<file path="src/rtl/rv_fetch_pkg.sv">
// Shared fetch-stage types and constants.
package rv_fetch_pkg;

  localparam int unsigned PC_W    = 16;
  localparam int unsigned INSTR_W = 32;

  localparam logic [PC_W-1:0]    PC_STEP = 16'd4;
  localparam logic [INSTR_W-1:0] EBREAK  = 32'h00100073;

  typedef enum logic [1:0] {
    StIdle,
    StFetch,
    StHalted,
    StFault
  } fetch_state_e;

endpackage

</file>
<file path="src/rtl/instr_fetch_unit_if.sv">
// Fetch-side bus bundle: instruction-memory port plus the decode valid/ready slot.
// master = fetch unit, slave = memory/decode side.
interface instr_fetch_unit_if;
  import rv_fetch_pkg::*;

  logic [PC_W-1:0]    im_pc;
  logic [INSTR_W-1:0] im_instr;
  logic               if_valid;
  logic               if_ready;
  logic [INSTR_W-1:0] if_instr;
  logic [PC_W-1:0]    if_pc;

  modport master (
    output im_pc,
    input  im_instr,
    output if_valid,
    input  if_ready,
    output if_instr,
    output if_pc
  );

  modport slave (
    input  im_pc,
    output im_instr,
    input  if_valid,
    output if_ready,
    input  if_instr,
    input  if_pc
  );
endinterface

</file>
<file path="src/rtl/fetch_slot_reg.sv">
// One-entry valid/ready output register with flush; reusable by later pipeline stages.
module fetch_slot_reg #(
  parameter int unsigned InstrW = 32,
  parameter int unsigned PcW    = 16
) (
  input  logic              clk,
  input  logic              rst_n,
  input  logic              load,
  input  logic              flush,
  input  logic [InstrW-1:0] load_instr,
  input  logic [PcW-1:0]    load_pc,
  input  logic              ready,
  output logic              valid,
  output logic [InstrW-1:0] instr,
  output logic [PcW-1:0]    pc
);

  logic              valid_q;
  logic [InstrW-1:0] instr_q;
  logic [PcW-1:0]    pc_q;

  // Slot state: flush beats load, load beats drain-on-accept.
  always_ff @(posedge clk) begin
    if (!rst_n) begin
      valid_q <= 1'b0;
      instr_q <= '0;
      pc_q    <= '0;
    end else if (flush) begin
      valid_q <= 1'b0;
    end else if (load) begin
      valid_q <= 1'b1;
      instr_q <= load_instr;
      pc_q    <= load_pc;
    end else if (valid_q && ready) begin
      valid_q <= 1'b0;
    end
  end

  assign valid = valid_q;
  assign instr = instr_q;
  assign pc    = pc_q;

endmodule

</file>
<file path="src/rtl/instr_fetch_unit.sv">
// Instruction fetch unit: owns the PC, fetches from a word-addressed ROM, and
// hands instructions to decode through a one-entry slot.
// Optional macro IF_ALIGN_CHECK_EN: misaligned redirect targets fault instead of
// being silently word-aligned.
module instr_fetch_unit
  import rv_fetch_pkg::*;
#(
  parameter logic [PC_W-1:0]    RESET_PC    = 16'h0000,
  parameter int unsigned        IMEM_BYTES  = 256,
  parameter logic [INSTR_W-1:0] EBREAK_WORD = EBREAK
) (
  input  logic                clk,
  input  logic                rst_n,
  instr_fetch_unit_if.master  bus,
  input  logic                redirect_valid,
  input  logic [PC_W-1:0]     redirect_pc,
  output logic                halted,
  output logic                fault,
  output logic [31:0]         fetch_count
);

  fetch_state_e    state_q, state_d;
  logic [PC_W-1:0] pc_q, pc_d;
  logic [31:0]     fetch_count_q;
  logic            load, flush, slot_free, in_range;

  assign bus.im_pc = pc_q;
  assign slot_free = !bus.if_valid || bus.if_ready;
  assign in_range  = 32'(pc_q) < IMEM_BYTES;

  // State, PC and accept counter registers.
  always_ff @(posedge clk) begin
    if (!rst_n) begin
      state_q       <= StIdle;
      pc_q          <= RESET_PC;
      fetch_count_q <= '0;
    end else begin
      state_q <= state_d;
      pc_q    <= pc_d;
      if (bus.if_valid && bus.if_ready) begin
        fetch_count_q <= fetch_count_q + 32'd1;
      end
    end
  end

  // Next-state logic; redirect overrides every state.
  always_comb begin
    state_d = state_q;
    pc_d    = pc_q;
    load    = 1'b0;
    flush   = 1'b0;
    if (redirect_valid) begin
      flush = 1'b1;
`ifdef IF_ALIGN_CHECK_EN
      pc_d = redirect_pc;
      if (redirect_pc[1:0] != 2'b00) begin
        state_d = StFault;
      end else begin
        state_d = StFetch;
      end
`else
      pc_d    = redirect_pc & ~PC_W'(3);
      state_d = StFetch;
`endif
    end else begin
      unique case (state_q)
        StIdle: state_d = StFetch;
        StFetch: begin
          if (slot_free) begin
            if (in_range) begin
              load = 1'b1;
              pc_d = pc_q + PC_STEP;
              if (bus.im_instr == EBREAK_WORD) begin
                state_d = StHalted;
              end
            end else begin
              flush   = 1'b1;
              state_d = StFault;
            end
          end
        end
        StHalted: state_d = StHalted;
        StFault:  state_d = StFault;
        default:  state_d = StIdle;
      endcase
    end
  end

  fetch_slot_reg #(
    .InstrW (INSTR_W),
    .PcW    (PC_W)
  ) u_slot (
    .clk        (clk),
    .rst_n      (rst_n),
    .load       (load),
    .flush      (flush),
    .load_instr (bus.im_instr),
    .load_pc    (pc_q),
    .ready      (bus.if_ready),
    .valid      (bus.if_valid),
    .instr      (bus.if_instr),
    .pc         (bus.if_pc)
  );

  assign halted      = (state_q == StHalted);
  assign fault       = (state_q == StFault);
  assign fetch_count = fetch_count_q;

endmodule

</file>
<file path="src/flat_wrapper.sv">
// flat-port wrapper written by rule: the top's interface ports become plain ports
module instr_fetch_unit_flat import rv_fetch_pkg::*;
#(
  parameter logic [PC_W-1:0]    RESET_PC    = 16'h0000,
  parameter int unsigned        IMEM_BYTES  = 256,
  parameter logic [INSTR_W-1:0] EBREAK_WORD = EBREAK
)
  (clk, rst_n, redirect_valid, redirect_pc, halted, fault, fetch_count, bus_im_pc, bus_im_instr, bus_if_valid, bus_if_ready, bus_if_instr, bus_if_pc);
  instr_fetch_unit_if bus_i ();
  input  logic clk;
  input  logic rst_n;
  input  logic redirect_valid;
  input  logic [PC_W-1:0] redirect_pc;
  output logic halted;
  output logic fault;
  output logic [31:0] fetch_count;
  output wire logic [$bits(bus_i.im_pc)-1:0] bus_im_pc;
  input wire logic [$bits(bus_i.im_instr)-1:0] bus_im_instr;
  output wire logic [$bits(bus_i.if_valid)-1:0] bus_if_valid;
  input wire logic [$bits(bus_i.if_ready)-1:0] bus_if_ready;
  output wire logic [$bits(bus_i.if_instr)-1:0] bus_if_instr;
  output wire logic [$bits(bus_i.if_pc)-1:0] bus_if_pc;
  assign bus_im_pc = bus_i.im_pc;
  assign bus_i.im_instr = bus_im_instr;
  assign bus_if_valid = bus_i.if_valid;
  assign bus_i.if_ready = bus_if_ready;
  assign bus_if_instr = bus_i.if_instr;
  assign bus_if_pc = bus_i.if_pc;
  instr_fetch_unit #(.RESET_PC(RESET_PC), .IMEM_BYTES(IMEM_BYTES), .EBREAK_WORD(EBREAK_WORD)) u_core (.clk(clk), .rst_n(rst_n), .bus(bus_i), .redirect_valid(redirect_valid), .redirect_pc(redirect_pc), .halted(halted), .fault(fault), .fetch_count(fetch_count));
endmodule
</file>
<file path="config.mk">
export PLATFORM = sky130hd
export DESIGN_NAME = instr_fetch_unit_flat
export DESIGN_NICKNAME = d
export VERILOG_FILES = /design/src/rtl/rv_fetch_pkg.sv /design/src/rtl/instr_fetch_unit_if.sv /design/src/rtl/fetch_slot_reg.sv /design/src/rtl/instr_fetch_unit.sv /design/src/flat_wrapper.sv
export SDC_FILE = /design/constraint.sdc
export NUM_CORES = 1
export LEC_CHECK = 0
export CAP_MARGIN = 10
export CORE_ASPECT_RATIO = 1.4
export CORE_UTILIZATION = 40
export CTS_CLUSTER_DIAMETER = 50
export DETAILED_ROUTE_END_ITERATION = 10
export GPL_ROUTABILITY_DRIVEN = 0
export GPL_TIMING_DRIVEN = 0
export PLACE_DENSITY = 0.74
export SKIP_CTS_REPAIR_TIMING = 1
export SYNTH_ARGS = -nofsm -noshare
export SYNTH_HDL_FRONTEND = slang
export SYNTH_SLANG_ARGS = --single-unit
</file>
<file path="constraint.sdc">
create_clock -name clk -period 5.5 [get_ports clk]
set_input_delay 1.1 -clock clk [delete_from_list [all_inputs] [get_ports clk]]
set_output_delay 1.1 -clock clk [all_outputs]
set_load 0.1 [all_outputs]
</file>
==> impl_metrics.tcl <==
set metrics [dict create \
    status "completed" \
    syn_to_final_growth_pct 47.97 \
    yosysSeqAreaShare_pct 47.13 \
    dpl.hpwl_mm 9.264 \
    clkSinkCount 95 \
    min_path_type "reg2reg" \
    period_minus_slack_ns 3.222 \
    fp-row-count 43 \
    fmax_mhz 310.4 \
    routed_wl_mm 12.62 \
    antenna_found_initial 0 \
    cts-root-buf "clkbuf_16" \
    drive_above_1_share_pct 3.774 \
    start_util_pct 40.98 \
    netlist_area_um2 4035 \
    grt_pass1_vias 4092 \
    via_per_inst 5.560 \
    netSwitchingPower_mw 0.4636 \
    synthAdderAreaFrac_pct 0.6202 \
    reg2reg_from "u_core.u_slot.valid" \
    cts_max_level 3 \
    synthMuxAreaShare_pct 2.233 \
    tightest_slew_ns 1.022 \
    synth-compound-area-share_pct 19.72 \
    drt-initial-drc-count 181 \
    synth-xor-area-share_pct 1.953 \
    worst-setup-path-type "in2reg" \
    vias 4287 \
    nets 685 \
    hold_violations 0 \
    synth_cell_types 40 \
    n_antenna_cell 0 \
    start_kind "primary input" \
    synth-simple-area-share_pct 22.98 \
    avgSynthCellArea_um2 8.513 \
    clk_path_buf_depth 2 \
    fin_crit_sh_pct 58.58 \
    power_frac_seq_pct 43.3 \
    drv_cap 0 \
    skew_ns 0.005268 \
    cp_data_arrival_time_ns 3.42 \
    yosysWarnings 0 \
    drc_errors 0 \
    setup_violations 0 \
    endpoint "u_core.fetch_count[25]" \
    cts_tree "yes" \
    track_usage_pct 24.41 \
    die_w_um 86.89 \
    ir_drop_mv 0.1998 \
    fp.dieArea_um2 10500 \
    fin_util_pct 60.64 \
    ys_ff_latch 95 \
    r2r_cells 6 \
    cp.required_ns 5.70 \
    p_total_mw 1.654 \
    internal_power_mw 1.191 \
    grt_first_pass_wirelength_mm 20.00 \
    path_max_fanout 10 \
    comb_power_share_pct 15.9 \
    synthCells 474 \
    core_um2 9846 \
    synth_top_family_by_area "simple AND/OR/NAND/NOR gates" \
    grt_overflow 0 \
    switching_share_pct 28.02 \
    r2r-end "u_core.fetch_count[25]" \
    synth_edf_count 0 \
    port_buffers 143 \
    startpoint "bus_if_ready" \
    clk_latency_ns 0.34 \
    rsz0062_at_grt "no" \
    slew_violations 0 \
    grt_max_degree 16 \
    fp.dieH_um 120.8 \
    dr.pass1.iters 4 \
    clockPowerShare_pct 40.8 \
    p_leak_nw 1.944 \
    num_io_pins 151 \
    wl_per_cell_um 16.36 \
    relSlewSlack_pct 31.64 \
    worst_setup_path_end_kind "register" \
    clkTransAtPathRegs_ns 0.06 \
    numCtsBuffers 9 \
    postRouteAntennaNets 0 \
    ys.flop_type "dfxtp_1" \
    rrSetupSlack_ns 3.17 \
    synthArstFlopShare_pct 0 \
    setup_tns_ns 0 \
    p_per_area_nw_per_um2 277.1 \
]
## cells in the mapped netlist (7+ instances only)
cell,n,area share [%]
and3_1,9,1.4
clkbuf_1,34,3.2
nor4_1,10,1.6
nor2_1,18,1.7
inv_1,7,0.65
nand2_1,21,2.0
o21ai_0,49,6.1
mux2i_1,9,2.2
a21oi_1,61,7.6
o31ai_1,17,3.2
xnor2_1,7,1.5
nand4_1,8,1.2
or4_1,18,3.3
nand3_1,52,6.4
dfxtp_1,95,47
## through the flow
step | cell area, um^2 | hold WS [ns] | setup WS (ns) | cells
floorplan | 4046 | 0.5113 | 2.674 | 477
global placement | 5647 | 0.4491 | 2.027 | 755
detailed placement | 5647 | 0.4657 | 1.951 | 755
CTS | 5971 | 0.4742 | 2.293 | 771
global route | 5971 | 0.5035 | 2.101 | 771
finish | 5971 | 0.4726 | 2.278 | 771
## registers in the layout, indices dropped and copies added, names as in the netlist
| name | cells |
|---|---|
| u_core.state_q | 2 |
| u_core.u_slot.valid | 1 |
| u_core.u_slot.pc | 14 |
| u_core.u_slot.instr | 32 |
| u_core.fetch_count | 32 |
| u_core.bus.im_pc | 14 |
## logic make-up (layout without fill, tap and decap cells)
family,Yosys count,after routing
AO/OA/AOI/OAI,142,142
AND/OR/NAND/NOR,166,166
flip-flops,95,95
other,1,4
multiplexers,9,9
buffers and inverters,50,209
adder cells (fa/ha/maj),2,2
XOR/XNOR,9,9
## layer usage
| layer | global-route usage (%) | vias up | share of wire [%] |
|---|---|---|---|
| met2 | 43.41 | 162 | 53 |
| met5 | 0 | - | 0 |
| li1 | - | 2071 | - |
| met1 | 27.62 | 2032 | 39 |
| met3 | 4.369 | 22 | 5.6 |
| met4 | 11.77 | 0 | 2.4 |
## critical path, cell delays in order
cell and delay, ns:
clkdlybuf4s50_1 0.56, nand3_1 0.23, or3_1 0.50, clkbuf_1 0.25, clkbuf_1 0.33, o31ai_1 0.34, a21oi_1 0.10
## cell type report
| cell class | count | area [um^2] |
|---|---|---|
| fill | 882 | 3875 |
| tap | 135 | 168.9 |
| multi-input combinational | 332 | 1932 |
| sequential | 95 | 1902 |
| buffer | 42 | 182.7 |
| inverter | 8 | 30.03 |
| clock buffer | 11 | 242.7 |
| timing repair buffer | 143 | 1431 |
| clock inverter | 5 | 81.33 |
## how the worst min path moves through the flow
stage                                       from                     end  slack [ns]  cells after the start
after floorplan                u_core.state_q[1]       u_core.state_q[1]        0.51                      2
after global placement    u_core.fetch_count[31]  u_core.fetch_count[31]        0.45                      2
after detailed placement  u_core.fetch_count[31]  u_core.fetch_count[31]        0.47                      2
after CTS                 u_core.fetch_count[31]  u_core.fetch_count[31]        0.47                      2
after global routing        u_core.u_slot.pc[12]    u_core.u_slot.pc[12]        0.50                      1
final                     u_core.fetch_count[31]  u_core.fetch_count[31]        0.47                      2
## power by group through the flow
stage / Clock [mW] / Sequential, mW / Combinational (mW)
2_1_floorplan: 0 / 0.826 / 0.0761
3_3_place_gp: 0 / 0.731 / 0.260
3_5_place_dp: 0 / 0.731 / 0.263
4_1_cts: 0.684 / 0.716 / 0.263
5_1_grt: 0.714 / 0.718 / 0.276
6_report: 0.675 / 0.716 / 0.263
## layout by cell type (no fill, tap or decap), drive strengths merged, types with 2 or more instances in the layout
master	instances
mux2i	9
a211oi	2
and3	9
clkdlybuf4s50	143
or3	6
ha	2
nand4	8
xor2	2
nor3	5
nor2	18
o41ai	2
inv	7
and4	6
clkinv	3
o21ai	49
nand3	52
or4	19
o21a	3
nor4	10
a21oi	61
nor4b	4
xnor2	7
o311ai	2
clkbuf	45
conb	4
nand2	21
dfxtp	95
bufinv	2
nand2b	4
o31ai	17
buf	8
a31oi	4
(Power assumes the default switching activity.)
